**src/rtl/decode_hazard_if.sv**
```systemverilog
// Fetch/execute-facing bundle of the decode hazard unit; the stall and flush
// counter signals exist only when HAZARD_STATS_EN is defined.
interface decode_hazard_if #(
   parameter int unsigned ADDR_W = 16
`ifdef HAZARD_STATS_EN
   ,parameter int unsigned CNT_W = 16
`endif
);
   logic [31:0]       ins;
   logic [ADDR_W-1:0] current_address;
   logic              branch_taken;
   logic [ADDR_W-1:0] branch_target;
   logic              stall;
   logic              stall_pm;
   logic              pc_mux_sel;
   logic [ADDR_W-1:0] jmp_loc;
   logic [31:0]       id_ins;
   logic [ADDR_W-1:0] id_pc;
   logic              id_valid;
   logic [31:0]       ex_ins;
   logic [ADDR_W-1:0] ex_pc;
   logic              ex_valid;
`ifdef HAZARD_STATS_EN
   logic [CNT_W-1:0]  stall_count;
   logic [CNT_W-1:0]  flush_count;
`endif

   modport master (
      output ins, current_address, branch_taken, branch_target,
      input  stall, stall_pm, pc_mux_sel, jmp_loc,
      input  id_ins, id_pc, id_valid, ex_ins, ex_pc, ex_valid
`ifdef HAZARD_STATS_EN
      ,input stall_count, flush_count
`endif
   );

   modport slave (
      input  ins, current_address, branch_taken, branch_target,
      output stall, stall_pm, pc_mux_sel, jmp_loc,
      output id_ins, id_pc, id_valid, ex_ins, ex_pc, ex_valid
`ifdef HAZARD_STATS_EN
      ,output stall_count, flush_count
`endif
   );
endinterface

```
**src/rtl/decode_hazard_unit.sv**
```systemverilog
// Decode front end: IF/ID and ID/EX registers, load-use stall, J/JAL and
// taken-branch redirect with flush. Optional counters under HAZARD_STATS_EN.
module decode_hazard_unit #(
   parameter int unsigned ADDR_W   = 16,
   parameter logic [31:0] NOP_WORD = 32'h0000_0000
`ifdef HAZARD_STATS_EN
   ,parameter int unsigned CNT_W   = 16
`endif
) (
   input  logic           clk,
   input  logic           reset,
   decode_hazard_if.slave bus
);

   localparam logic [5:0] OP_RTYPE = 6'b000000;
   localparam logic [5:0] OP_J     = 6'b000010;
   localparam logic [5:0] OP_JAL   = 6'b000011;
   localparam logic [5:0] OP_BEQ   = 6'b000100;
   localparam logic [5:0] OP_BNE   = 6'b000101;
   localparam logic [5:0] OP_LW    = 6'b100011;
   localparam logic [5:0] OP_SW    = 6'b101011;

   typedef enum logic [1:0] {
      SEL_NORMAL = 2'd0,
      SEL_JUMP   = 2'd1,
      SEL_HAZARD = 2'd2,
      SEL_BRANCH = 2'd3
   } sel_e;

   function automatic logic is_jump(input logic [31:0] w);
      return (w[31:26] == OP_J) || (w[31:26] == OP_JAL);
   endfunction

   function automatic logic reads_rt(input logic [31:0] w);
      logic r;
      case (w[31:26])
         OP_RTYPE, OP_BEQ, OP_BNE, OP_SW: r = 1'b1;
         default:                         r = 1'b0;
      endcase
      return r;
   endfunction

   // Jumps read nothing; every other opcode reads rs, some also rt.
   function automatic logic uses_reg(input logic [31:0] w, input logic [4:0] r);
      logic hit;
      if (is_jump(w)) begin
         hit = 1'b0;
      end else begin
         hit = (w[25:21] == r) || (reads_rt(w) && (w[20:16] == r));
      end
      return hit;
   endfunction

   logic [ADDR_W-1:0] fetch_pc_q;
   logic              fetch_vld_q;
   logic [31:0]       id_ins_q, id_ins_d;
   logic [ADDR_W-1:0] id_pc_q, id_pc_d;
   logic              id_valid_q, id_valid_d;
   logic [31:0]       ex_ins_q, ex_ins_d;
   logic [ADDR_W-1:0] ex_pc_q, ex_pc_d;
   logic              ex_valid_q, ex_valid_d;

   logic ex_load_s, hz_s, jp_s, br_s;
   sel_e sel_s;

   // Priority select: branch over hazard over jump over normal flow.
   always_comb begin
      ex_load_s = ex_valid_q && (ex_ins_q[31:26] == OP_LW) && (ex_ins_q[20:16] != 5'd0);
      hz_s      = ex_load_s && id_valid_q && uses_reg(id_ins_q, ex_ins_q[20:16]);
      jp_s      = id_valid_q && is_jump(id_ins_q);
      br_s      = bus.branch_taken && ex_valid_q;
      if (br_s) begin
         sel_s = SEL_BRANCH;
      end else if (hz_s) begin
         sel_s = SEL_HAZARD;
      end else if (jp_s) begin
         sel_s = SEL_JUMP;
      end else begin
         sel_s = SEL_NORMAL;
      end
   end

   // Next contents of IF/ID and ID/EX for the selected action.
   always_comb begin
      id_ins_d   = bus.ins;
      id_pc_d    = fetch_pc_q;
      id_valid_d = fetch_vld_q;
      ex_ins_d   = id_ins_q;
      ex_pc_d    = id_pc_q;
      ex_valid_d = id_valid_q;
      case (sel_s)
         SEL_BRANCH: begin
            id_ins_d   = NOP_WORD;
            id_pc_d    = {ADDR_W{1'b0}};
            id_valid_d = 1'b0;
            ex_ins_d   = NOP_WORD;
            ex_pc_d    = {ADDR_W{1'b0}};
            ex_valid_d = 1'b0;
         end
         SEL_HAZARD: begin
            id_ins_d   = id_ins_q;
            id_pc_d    = id_pc_q;
            id_valid_d = id_valid_q;
            ex_ins_d   = NOP_WORD;
            ex_pc_d    = {ADDR_W{1'b0}};
            ex_valid_d = 1'b0;
         end
         SEL_JUMP: begin
            id_ins_d   = NOP_WORD;
            id_pc_d    = {ADDR_W{1'b0}};
            id_valid_d = 1'b0;
         end
         SEL_NORMAL: begin
            id_valid_d = fetch_vld_q;
         end
         default: begin
            id_valid_d = 1'b0;
            ex_valid_d = 1'b0;
         end
      endcase
   end

   // Pipeline and fetch-pairing registers.
   always_ff @(posedge clk or negedge reset) begin
      if (!reset) begin
         fetch_pc_q  <= {ADDR_W{1'b0}};
         fetch_vld_q <= 1'b0;
         id_ins_q    <= 32'h0000_0000;
         id_pc_q     <= {ADDR_W{1'b0}};
         id_valid_q  <= 1'b0;
         ex_ins_q    <= 32'h0000_0000;
         ex_pc_q     <= {ADDR_W{1'b0}};
         ex_valid_q  <= 1'b0;
      end else begin
         fetch_pc_q  <= bus.current_address;
         fetch_vld_q <= 1'b1;
         id_ins_q    <= id_ins_d;
         id_pc_q     <= id_pc_d;
         id_valid_q  <= id_valid_d;
         ex_ins_q    <= ex_ins_d;
         ex_pc_q     <= ex_pc_d;
         ex_valid_q  <= ex_valid_d;
      end
   end

   // Redirect target is the branch destination or the jump's low bits.
   always_comb begin
      case (sel_s)
         SEL_BRANCH: bus.jmp_loc = bus.branch_target;
         SEL_JUMP:   bus.jmp_loc = id_ins_q[ADDR_W-1:0];
         default:    bus.jmp_loc = {ADDR_W{1'b0}};
      endcase
   end

   assign bus.stall      = (sel_s == SEL_HAZARD);
   assign bus.stall_pm   = (sel_s == SEL_HAZARD);
   assign bus.pc_mux_sel = (sel_s == SEL_BRANCH) || (sel_s == SEL_JUMP);
   assign bus.id_ins     = id_ins_q;
   assign bus.id_pc      = id_pc_q;
   assign bus.id_valid   = id_valid_q;
   assign bus.ex_ins     = ex_ins_q;
   assign bus.ex_pc      = ex_pc_q;
   assign bus.ex_valid   = ex_valid_q;

`ifdef HAZARD_STATS_EN
   localparam logic [CNT_W-1:0] CNT_MAX = {CNT_W{1'b1}};

   logic [CNT_W-1:0] stall_cnt_q;
   logic [CNT_W-1:0] flush_cnt_q;

   // Saturating event counters.
   always_ff @(posedge clk or negedge reset) begin
      if (!reset) begin
         stall_cnt_q <= {CNT_W{1'b0}};
         flush_cnt_q <= {CNT_W{1'b0}};
      end else begin
         if ((sel_s == SEL_HAZARD) && (stall_cnt_q != CNT_MAX)) begin
            stall_cnt_q <= stall_cnt_q + CNT_W'(1);
         end
         if (((sel_s == SEL_BRANCH) || (sel_s == SEL_JUMP)) && (flush_cnt_q != CNT_MAX)) begin
            flush_cnt_q <= flush_cnt_q + CNT_W'(1);
         end
      end
   end

   assign bus.stall_count = stall_cnt_q;
   assign bus.flush_count = flush_cnt_q;
`endif

endmodule

```
**src/flat_wrapper.sv**
```systemverilog
// flat-port wrapper written by rule: the top's interface ports become plain ports
module decode_hazard_unit_flat 
#(
   parameter int unsigned ADDR_W   = 16,
   parameter logic [31:0] NOP_WORD = 32'h0000_0000

)
  (clk, reset, bus_ins, bus_current_address, bus_branch_taken, bus_branch_target, bus_stall, bus_stall_pm, bus_pc_mux_sel, bus_jmp_loc, bus_id_ins, bus_id_pc, bus_id_valid, bus_ex_ins, bus_ex_pc, bus_ex_valid);
  decode_hazard_if #(.ADDR_W(ADDR_W)) bus_i ();
  input  logic clk;
  input  logic reset;
  input wire logic [$bits(bus_i.ins)-1:0] bus_ins;
  input wire logic [$bits(bus_i.current_address)-1:0] bus_current_address;
  input wire logic [$bits(bus_i.branch_taken)-1:0] bus_branch_taken;
  input wire logic [$bits(bus_i.branch_target)-1:0] bus_branch_target;
  output wire logic [$bits(bus_i.stall)-1:0] bus_stall;
  output wire logic [$bits(bus_i.stall_pm)-1:0] bus_stall_pm;
  output wire logic [$bits(bus_i.pc_mux_sel)-1:0] bus_pc_mux_sel;
  output wire logic [$bits(bus_i.jmp_loc)-1:0] bus_jmp_loc;
  output wire logic [$bits(bus_i.id_ins)-1:0] bus_id_ins;
  output wire logic [$bits(bus_i.id_pc)-1:0] bus_id_pc;
  output wire logic [$bits(bus_i.id_valid)-1:0] bus_id_valid;
  output wire logic [$bits(bus_i.ex_ins)-1:0] bus_ex_ins;
  output wire logic [$bits(bus_i.ex_pc)-1:0] bus_ex_pc;
  output wire logic [$bits(bus_i.ex_valid)-1:0] bus_ex_valid;
  assign bus_i.ins = bus_ins;
  assign bus_i.current_address = bus_current_address;
  assign bus_i.branch_taken = bus_branch_taken;
  assign bus_i.branch_target = bus_branch_target;
  assign bus_stall = bus_i.stall;
  assign bus_stall_pm = bus_i.stall_pm;
  assign bus_pc_mux_sel = bus_i.pc_mux_sel;
  assign bus_jmp_loc = bus_i.jmp_loc;
  assign bus_id_ins = bus_i.id_ins;
  assign bus_id_pc = bus_i.id_pc;
  assign bus_id_valid = bus_i.id_valid;
  assign bus_ex_ins = bus_i.ex_ins;
  assign bus_ex_pc = bus_i.ex_pc;
  assign bus_ex_valid = bus_i.ex_valid;
  decode_hazard_unit #(.ADDR_W(ADDR_W), .NOP_WORD(NOP_WORD)) u_core (.clk(clk), .reset(reset), .bus(bus_i));
endmodule
```
**config.mk**
```make
export PLATFORM = sky130hd
export DESIGN_NAME = decode_hazard_unit_flat
export DESIGN_NICKNAME = d
export VERILOG_FILES = /design/src/rtl/decode_hazard_if.sv /design/src/rtl/decode_hazard_unit.sv /design/src/flat_wrapper.sv
export SDC_FILE = /design/constraint.sdc
export NUM_CORES = 1
export LEC_CHECK = 0
export CORE_AREA = 2 2 129 131
export DETAILED_ROUTE_END_ITERATION = 10
export DIE_AREA = 0 0 131 133
export GPL_ROUTABILITY_DRIVEN = 0
export PLACE_DENSITY = 0.62
export REMOVE_ABC_BUFFERS = 1
export SETUP_SLACK_MARGIN = 0.5
export SLEW_MARGIN = 10
export SYNTH_ARGS = -nofsm -noshare
export SYNTH_HDL_FRONTEND = slang
export SYNTH_SLANG_ARGS = --single-unit
```
**constraint.sdc**
```tcl
create_clock -name clk -period 2.12 [get_ports clk]
set_input_delay 0.212 -clock clk [delete_from_list [all_inputs] [get_ports clk]]
set_output_delay 0.212 -clock clk [all_outputs]
set_load 0.02 [all_outputs]
```
# [Word level (Yosys, flattened, before mapping)]
# Cells that the tools add are included.
[word_totals] out_inout_bits=117 regBits=115 in_bits=67 wordCells=48
[op_classes] muxes=13 reduce_logical=16 n_eq_ne=11
[ops] operator="one-hot mux 16 bit (2 select lines)" n=2
[ops] operator="one-hot mux 32 bit (2 select lines)" n=1
[ops] operator="2-to-1 mux 32 bit" n=1
[ops] operator="2-to-1 mux 16 bit" n=1
[ops] operator="== test 6 x 2 -> 1 bit (second input constant)" n=2
[ops] operator="== test 6 x 3 -> 1 bit (second input constant)" n=2
[ops] operator="== test 6 bit (second input constant)" n=2
[ops] operator="== test 5 bit" n=2
[ops] operator="logical AND 1 bit" n=7
[ops] operator="logical NOT 6 bit" n=1
[ops] operator="2-to-1 mux 1 bit" n=5
[ops] operator="nonzero test 5 bit" n=1
[ops] operator="== test 2 bit (second input constant)" n=2
[ops] operator="2-to-1 mux 2 bit" n=2
[ops] operator="OR reduction 2 bit" n=2
[ops] operator="OR reduction 4 bit" n=1
[ops] operator="logical OR 1 bit" n=3
[ops] operator="== test 2 x 1 -> 1 bit (second input constant)" n=1
[ops] operator="logical NOT 2 bit" n=1
[ops] operator="one-hot mux 1 bit (2 select lines)" n=1

# [Logic depth before layout (Yosys ltp)]
# Gate-level depths: netlist (run 1).
[logic_depth] depth_word=13 mapped_depth=8 depth_no_buf=5

# [Worst setup path after synthesis (run 1)]
# No wires, ideal clock.
[synth_path] kind="register to output" start="reg u_core.id_ins_q[27] (netlist: u_core.bus.id_ins[27])" end="out bus_stall_pm" slack_ps=-296 t_arrival_ps=2204 path_buffers=3 stages_incl_launch_ff=9 cell_sequence="dfrtp_1 > nor4b_1 > and3_1 > clkbuf_1 > nor2_1 > clkbuf_1 > inv_1 > nor2_1 > buf_4"
[synth_via] elab_chain_cells=11 word_cells_on_any_way=19
[synth_rtl] element="start: declaration" line="decode_hazard_unit.sv:56" text="logic [31:0] id_ins_q, id_ins_d;"
[synth_rtl] element="start signal: assignment" line="decode_hazard_unit.sv:137" text="id_ins_q <= id_ins_d;"
[synth_rtl] element="== test 6 x 3 -> 1 bit, or another cell as far along" line="decode_hazard_unit.sv:36" text="case (w[31:26])"
[synth_rtl] element="OR reduction 4 bit" line="decode_hazard_unit.sv:36"
[synth_rtl] element="2-to-1 mux 1 bit" line="decode_hazard_unit.sv:36"
[synth_rtl] element="2-to-1 mux 1 bit" line="decode_hazard_unit.sv:46" text="if (is_jump(w)) begin"
[synth_rtl] element="logical AND 1 bit" line="decode_hazard_unit.sv:49" text="hit = (w[25:21] == r) || (reads_rt(w) && (w[20:16] == r));"
[synth_rtl] element="logical OR 1 bit" line="decode_hazard_unit.sv:49"
[synth_rtl] element="2-to-1 mux 1 bit" line="decode_hazard_unit.sv:46"
[synth_rtl] element="logical AND 1 bit" line="decode_hazard_unit.sv:69" text="hz_s = ex_load_s && id_valid_q && uses_reg(id_ins_q, ex_ins_q[20:16]);"
[synth_rtl] element="2-to-1 mux 2 bit *" line="decode_hazard_unit.sv:74" text="end else if (hz_s) begin"
[synth_rtl] element="2-to-1 mux 2 bit *" line="decode_hazard_unit.sv:72" text="if (br_s) begin"
[synth_rtl] element="== test 2 bit *"
[synth_rtl] element="end: declaration" line="flat_wrapper.sv:17" text="output wire logic [$bits(bus_i.stall_pm)-1:0] bus_stall_pm;"
# Every way passes the cells marked *; elsewhere a longest branch is shown, timed or not. The select of a mux whose other input is x is not followed.

# [Worst setup path after layout (run 1)]
[layout_path] start="reg u_core.ex_ins_q[18] (netlist: u_core.bus.ex_ins[18])" end="reg u_core.id_ins_q[31] (netlist: u_core.bus.id_ins[31])"
[layout_via] elab_chain_cells=10 word_cells_on_any_way=16
[layout_rtl] element="start: declaration" line="decode_hazard_unit.sv:59" text="logic [31:0] ex_ins_q, ex_ins_d;"
[layout_rtl] element="start signal: assignment" line="decode_hazard_unit.sv:140" text="ex_ins_q <= ex_ins_d;"
[layout_rtl] element="== test 5 bit" line="decode_hazard_unit.sv:49"
[layout_rtl] element="logical AND 1 bit" line="decode_hazard_unit.sv:49"
[layout_rtl] element="logical OR 1 bit" line="decode_hazard_unit.sv:49"
[layout_rtl] element="2-to-1 mux 1 bit" line="decode_hazard_unit.sv:46"
[layout_rtl] element="logical AND 1 bit *" line="decode_hazard_unit.sv:69"
[layout_rtl] element="2-to-1 mux 2 bit *" line="decode_hazard_unit.sv:74"
[layout_rtl] element="2-to-1 mux 2 bit *" line="decode_hazard_unit.sv:72"
[layout_rtl] element="== test 2 x 1 -> 1 bit / == test 2 bit (equally long branches)" line="decode_hazard_unit.sv:91" text="case (sel_s)"
[layout_rtl] element="OR reduction 2 bit (no line)"
[layout_rtl] element="one-hot mux 32 bit (2 select lines)" line="decode_hazard_unit.sv:91"
# Every way passes the cells marked *; elsewhere a longest branch is shown, timed or not.
# A chain may end at the register's enable or synchronous reset.

==> results of run 1 <==
-- worst max path at each step --
stage	to	slack [ps]	cells after the start
finish	u_core.bus.id_ins[31]	-130	9
floorplan	bus_stall	-3450	5
global placement	u_core.bus.id_pc[2]	-240	6
CTS	u_core.bus.id_ins[2]	-110	8
global route	u_core.bus.ex_ins[1]	-200	12
detailed placement	u_core.bus.id_ins[8]	-270	6
-- logic make-up after synthesis --
kind of cell    count (synthesis)  share of synthesized area, %
simple gates                  218                          23.8
flops                         115                          60.6
compound gates                 48                          8.32
buf+inv                        45                          4.50
xor+xnor                       10                          1.84
mux                             4                         0.843
other cells                     1                        0.0789
-- per-stage QoR --
stage | cells | instance area, sq um
final | 909 | 8500
after global placement | 845 | 7070
after CTS | 903 | 8210
after floorplan | 399 | 4550
after global routing | 909 | 8500
after detailed placement | 845 | 7070
-- layout make-up --
type,count,area [sq um]
Antenna cell,1,2.50
Tap cell,220,275
Inverter,3,11.3
Timing Repair Buffer,259,2770
Fill cell,1407,7670
Sequential cell,115,2880
Clock buffer,18,429
Multi-Input combinational cell,281,1960
Clock inverter,12,165
-- critical path: stages (launching register included) --
cell and delay, ps:
dfrtp_1 430, or4_4 490, o211ai_1 260, nor2_1 120, o21ai_4 110, buf_6 130, buf_6 80, buf_12 140
buf_12 160, mux2i_2 230
-- state kept, by name, summed over array words and instances, names as in the netlist --
| register | flops |
|---|---|
| u_core.fetch_vld_q | 1 |
| u_core.bus.id_valid | 1 |
| u_core.bus.id_pc | 16 |
| u_core.bus.ex_valid | 1 |
| u_core.bus.ex_pc | 16 |
| u_core.bus.ex_ins | 32 |
| u_core.bus.id_ins | 32 |
| u_core.fetch_pc_q | 16 |
-- layout by cell type (no fill, tap or decap), types with 2 or more instances in the layout --
| cell type | synthesis | final |
|---|---|---|
| buf_6 | 5 | 30 |
| mux2i_1 | 4 | 2 |
| nand2_2 | 0 | 17 |
| and2_1 | 2 | 2 |
| o21ai_2 | 40 | 43 |
| nand2_1 | 87 | 70 |
| nor4b_4 | 0 | 2 |
| inv_1 | 3 | 2 |
| or4_4 | 0 | 3 |
| xnor2_1 | 10 | 7 |
| clkinvlp_4 | 0 | 2 |
| buf_12 | 0 | 14 |
| and3_4 | 0 | 6 |
| dlygate4sd2_1 | 0 | 54 |
| dlymetal6s2s_1 | 0 | 4 |
| dfrtp_1 | 115 | 114 |
| nor2_4 | 0 | 2 |
| and3_1 | 50 | 44 |
| clkbuf_16 | 0 | 17 |
| buf_16 | 0 | 10 |
| clkbuf_2 | 0 | 3 |
| clkdlybuf4s50_1 | 0 | 101 |
| clkinv_2 | 0 | 6 |
| nand4_1 | 46 | 46 |
| nand3_2 | 0 | 15 |
| bufinv_16 | 0 | 4 |
| buf_4 | 1 | 40 |
| xnor2_2 | 0 | 3 |
-- metal layers --
layer | global-route usage, % | routed length, um | up-vias | part of all wire (%)
li1 | - | - | 2016 | -
met1 | 24.6 | 7000 | 2186 | 43
met2 | 31.5 | 8330 | 126 | 51
met3 | 4.45 | 731 | 14 | 4.5
met4 | 5.61 | 202 | 0 | 1.2
met5 | 0 | 0 | - | 0
-- power by group --
part	total [mW]	switching (mW)	leakage, nW	internal (mW)
combinational	1.24	0.639	2.36	0.599
sequential	2.50	0.124	1.40	2.37
clock	2.92	0.987	0.291	1.93
total	6.66	1.75	4.06	4.91
-- timing repair --
action | CTS | global route
buffers inserted | 17 | 5
setup endpoints to repair | 175 | 122
hold buffers | 1 | 0
pin swaps | 32 | 32
endpoints found under the hold margin | 40 | 0
cloned | 10 | 0
gates resized for setup | 219 | 66
==> results by group, run 1 <==
Synth
  • Post-synth top area share: 60.6%
  • EDFF count, synth: 0
  • Main synth FF type: dfrtp_1
  • Sequential area share after synthesis: 60.6%
  • Synth Register Bits: ~120
  • Synth async-reset ratio: between 90% and 100%
  • Mapped Area: approximately 0.0048 sq mm
  • Cell taking the most area after synthesis: dfrtp_1
  • Post-Synthesis Cells: about 440
  • Synth warn: 0
  • Most common cell in the synthesized netlist: dfrtp_1
  • Netlist cell types: 29
  • Top cells by count, synth: dfrtp_1, nand2_1, and3_1
  • Post-synthesis area per instance: 10.8 sq um
  • Area contributors post-synth: dfrtp_1, o21ai_2, nand2_1

Floorplan
  • Row cnt: between 40 and 50
  • Number of placed I/O pins: 184
  • Core ar.: 0.0162 sq mm
  • Starting density of the core: just under 30%
  • Die X: 131 um
  • Die area: ~0.017 sq mm
  • Die height: 133 um

Global route
  • First-pass GRT wire length: ~25000 um
  • Grt total ovfl: 0
  • Antenna violations before repair: 1
  • All-Layer GR Usage: 19.0%
  • Largest net degree at the start of global routing: 93
  • Vias in the first global route: roughly 4400

Critical path
  • Crit path capture type: flip-flop
  • Worst Setup Start Kind: flip-flop
  • CP Launch Point: u_core.bus.ex_ins[18]
  • Worst R2R Start: u_core.bus.ex_ins[18]
  • WP data arrival: roughly 2600 ps
  • CP Class: flip-flop to flip-flop
  • Cells on worst reg2reg path: 9
  • R2R Path End: u_core.bus.id_ins[31]
  • R2R Setup Slk: -130 ps
  • Largest fanout on the critical path: 7
  • Data required time of the worst path: roughly 2400 ps

Detailed routing
  • Routed len/inst: between 15 and 20 um
  • Drt initial violations: around 180
  • Drt first pass iters: 4
  • DR DRC count: 0
  • Vias per inst: 4.78
  • Number of routed nets with antenna violations: 0
  • Vias: between 4000 and 5000
  • DRT Wirelength: between 15000 and 20000 um

Power and ir drop
  • Max VDD drop: 0.479 mV
  • PwrDens: between 700 and 800 mW/mm^2
  • Total Power: around 6.7 mW
  • Leak pwr: around 4.1 nW

Flow run
  • Maxcap violations: 0

Hold path
  • Hold path cells: 1
  • Min-delay worst type: primary input to flip-flop
  • Worst hold start: bus_current_address[10]
  • Hold Path Sink: u_core.fetch_pc_q[10]

STA
  • RSZ-0062 raised after global routing: true
  • Final setup viols: 110
  • Worst clock skew: ~6.6 ps
  • Final hold vios: 0
  • Slew margin rel.: a little under three fifths
  • Period minus WS final: approximately 2300 ps
  • Worst Max-Slew Pin Slew: approximately 660 ps
  • Slew Viols, Final: 0
  • Final worst-path cycle share: 106%
  • Fin Setup TNS: -7920 ps
  • Post-route worst setup slack: -131 ps
  • Max Clock Freq: between 0.4 and 0.5 GHz
  • Hold slack: 236 ps

Clock network
  • CTS max path bufs: 2
  • Sink Count: around 120
  • CTS root buffer: clkbuf_16
  • Clock-pin slew on the worst setup and hold paths: 60 ps
  • CTS Buf Count: 17
  • Clk Latency, worst-skew pair: ~410 ps
  • CTS tree: yes
  • Htree depth: 4

Final layout
  • Nets: around 740
  • Area growth, synth to finish: 78.9%
  • Fin util: between 50% and 60%
  • Share of cells above drive strength 1: between 30% and 40%

Place
  • Dpl hpwl: 9460 um
  • I/O Buffers: roughly 180
  • Pre-CTS setup slack: -270 ps

Status
  • Status: complete, but fails checks
  • Violated checks: setup timing
(Power assumes the default switching activity.)
==> run 2, diff against run 1 <==
==> constraint.sdc (replaced) <==
create_clock -name clk -period 2.12 [get_ports clk]
set_input_delay 0.212 -clock clk [delete_from_list [all_inputs] [get_ports clk]]
set_output_delay 0.212 -clock clk [all_outputs]
set_load 0.005 [all_outputs]
==> results by group, run 2 (same netlist as run 1, synthesis figures left out) <==
Status
  • Status: complete, but fails checks (unchanged)
  • Violated checks: setup timing (unchanged)

Final layout
  • ANT cells: 0 (was 1)
  • Layout Cells excl Fill: 921 (was 909)
  • Most frequent cells in the layout: clkdlybuf4s50_1, dfrtp_1, nand2_1, nand4_1, o21ai_2 (was dfrtp_1, clkdlybuf4s50_1, nand2_1, dlygate4sd2_1, nand4_1)
  • Area growth, synth to finish: 82.0% (was 78.9%)
  • Nets: 756 (was 744)
  • Post-route cell area: 0.00865 sq mm (was 0.00850 sq mm)
  • Share of cells above drive strength 1: 33.2% (was 33.6%)
  • Most common cell after layout, fill and taps aside: clkdlybuf4s50_1 (was dfrtp_1)

Critical path
  • CP Class: flip-flop to flip-flop (unchanged)
  • Data required time of the worst path: 2420 ps (was 2440 ps)
  • Worst R2R Start: u_core.bus.ex_ins[29] (was u_core.bus.ex_ins[18])
  • WP data arrival: 2540 ps (was 2570 ps)
  • Worst Setup Start Kind: flip-flop (unchanged)
  • Largest fanout on the critical path: 11 (was 7)
  • Crit path capture type: flip-flop (unchanged)
  • CP Launch Point: u_core.bus.ex_ins[29] (was u_core.bus.ex_ins[18])

Detailed routing
  • Drt initial violations: 216 (was 184)
  • DRT Wirelength: 17300 um (was 16300 um)
  • DR DRC count: 0 (unchanged)
  • Routed len/inst: 18.8 um (was 17.9 um)
  • Drt first pass iters: 4 (unchanged)
  • Vias per inst: 4.77 (was 4.78)
  • Vias: 4389 (was 4342)
  • Number of routed nets with antenna violations: 0 (unchanged)

Floorplan
  • Number of placed I/O pins: 184 (unchanged)
  • Die area: 0.0174 sq mm (unchanged)
  • Starting density of the core: 29.4% (unchanged)
  • Core ar.: 0.0162 sq mm (unchanged)
  • Die X: 131 um (unchanged)
  • Die height: 133 um (unchanged)
  • Row cnt: 47 (unchanged)

Global route
  • Antenna violations before repair: 1 (unchanged)
  • Grt total ovfl: 0 (unchanged)
  • Vias in the first global route: 4501 (was 4408)
  • Largest net degree at the start of global routing: 93 (unchanged)
  • All-Layer GR Usage: 19.2% (was 19.0%)
  • First-pass GRT wire length: 24900 um (was 24800 um)

STA
  • Final hold vios: 0 (unchanged)
  • Max Clock Freq: 0.446 GHz (was 0.444 GHz)
  • Final setup viols: 78 (was 110)
  • Final worst-path cycle share: 106% (about the same)
  • RSZ-0062 raised after global routing: true (unchanged)
  • Slew Viols, Final: 0 (unchanged)
  • Worst clock skew: 9.35 ps (was 6.60 ps)
  • Period minus WS final: 2240 ps (was 2250 ps)
  • Post-route worst setup slack: -125 ps (was -131 ps)
  • Fin Setup TNS: -3800 ps (was -7920 ps)

Clock network
  • Sink Count: 115 (unchanged)
  • CTS Buf Count: 17 (unchanged)
  • Clock-pin slew on the worst setup and hold paths: 50 ps (was 60 ps)
  • CTS tree: yes (unchanged)
  • Clk Latency, worst-skew pair: 410 ps (about the same)
  • CTS max path bufs: 2 (unchanged)
  • CTS root buffer: clkbuf_16 (unchanged)
  • Htree depth: 4 (unchanged)

Power and ir drop
  • Sw frac: 23.7% (was 26.3%)
  • Switching power: 1.50 mW (was 1.75 mW)
  • Max VDD drop: 0.473 mV (was 0.479 mV)
  • Seq pwr share: 39.6% (was 37.5%)
  • Pint: 4.83 mW (was 4.91 mW)
  • PwrDens: 732 mW/mm^2 (was 783 mW/mm^2)
  • Comb pwr share: 16.9% (was 18.6%)
  • Clock Power Share: 43.5% (was 43.9%)
  • Leak pwr: 4.03 nW (was 4.06 nW)

Place
  • I/O Buffers: 183 (unchanged)
  • Inst Count DP: 840 (was 845)
  • Dpl hpwl: 9590 um (was 9460 um)
  • Instance area at placement: 0.00702 sq mm (was 0.00707 sq mm)

Hold path
  • Worst hold start: bus_current_address[9] (was bus_current_address[10])
  • Min-delay worst type: primary input to flip-flop (unchanged)

Flow run
  • Maxcap violations: 0 (unchanged)
[run 2: cell count changes in the layout (fill, tap and decap cells not counted), sizes merged]
cell	previous run	this run
bufinv	4	2
clkinvlp	2	0
dlymetal6s2s	4	2
buf	96	103
clkinv	6	3
clkbuf	21	32
dlygate4sd2	54	10
and2	3	4
diode	1	0
clkdlybuf4s50	101	148
[run 2: layer usage]
| layer | vias to the layer above | track usage, % | wire [um] |
|---|---|---|---|
| met5 | - | 0 | 0 |
| met4 | 0 | 8.16 | 397 |
| met3 | 32 | 4.69 | 997 |
| met2 | 154 | 32.0 | 8890 |
| met1 | 2171 | 23.4 | 7020 |
| li1 | 2032 | - | - |
[run 2: repair_timing]
item                                    4_1_cts  5_1_grt
hold buffers                                  1        0
pin swaps                                    36       80
buffers inserted                             18       11
endpoints found under the setup margin      132      126
resized for setup                           152       51
endpoints found under the hold margin        30        0
cloned                                       10       10
[run 2: final cells by class]
class                   instances  area, sq um
fillers                      1396         7520
repair buffers                270         2980
flip-flops and latches        115         2890
multi-input cells             282         1930
clock buffers                  26          489
well taps                     220          275
clock inverters                 5         75.1
inverters                       3         11.3
[run 2: metrics by stage]
step	setup slack, ps	power, mW	hold slack [ps]	utilization [%]
detailed placement	-290	3.52	198	43.4
global route	-211	6.60	220	53.5
finish	-125	6.33	237	53.5
floorplan	-2550	2.83	-83.6	-
global placement	-243	3.49	191	43.4
CTS	-97.9	6.33	216	50.7
[run 2: worst paths after layout]
path | depth (start not counted) | endpoint | slack (ps)
max reg2reg | 8 | u_core.bus.id_ins[5] | -120
min | 1 | u_core.fetch_pc_q[9] | 240
max in group asynchronous | 3 | u_core.bus.id_ins[14] | 1120
min in group asynchronous | 2 | u_core.bus.ex_ins[23] | 300
min reg2reg | 2 | u_core.bus.id_valid | 510
max | 8 | u_core.bus.id_ins[5] | -120
[run 2: critical path, stage by stage (launching register included)]
cell and delay [ps]:
dfrtp_1 400, nor4b_4 330, o211ai_1 180, buf_4 170, or4_4 520, buf_12 180, buf_12 150, nand4_1 130
o21ai_4 80
[run 2: power by group through the flow]
stage	Sequential (mW)	Combinational [mW]	Clock (mW)
3_5_place_dp	2.53	0.989	0
3_3_place_gp	2.52	0.969	0
2_1_floorplan	2.53	0.303	0
6_report	2.51	1.07	2.75
4_1_cts	2.50	1.03	2.80
5_1_grt	2.52	1.16	2.91
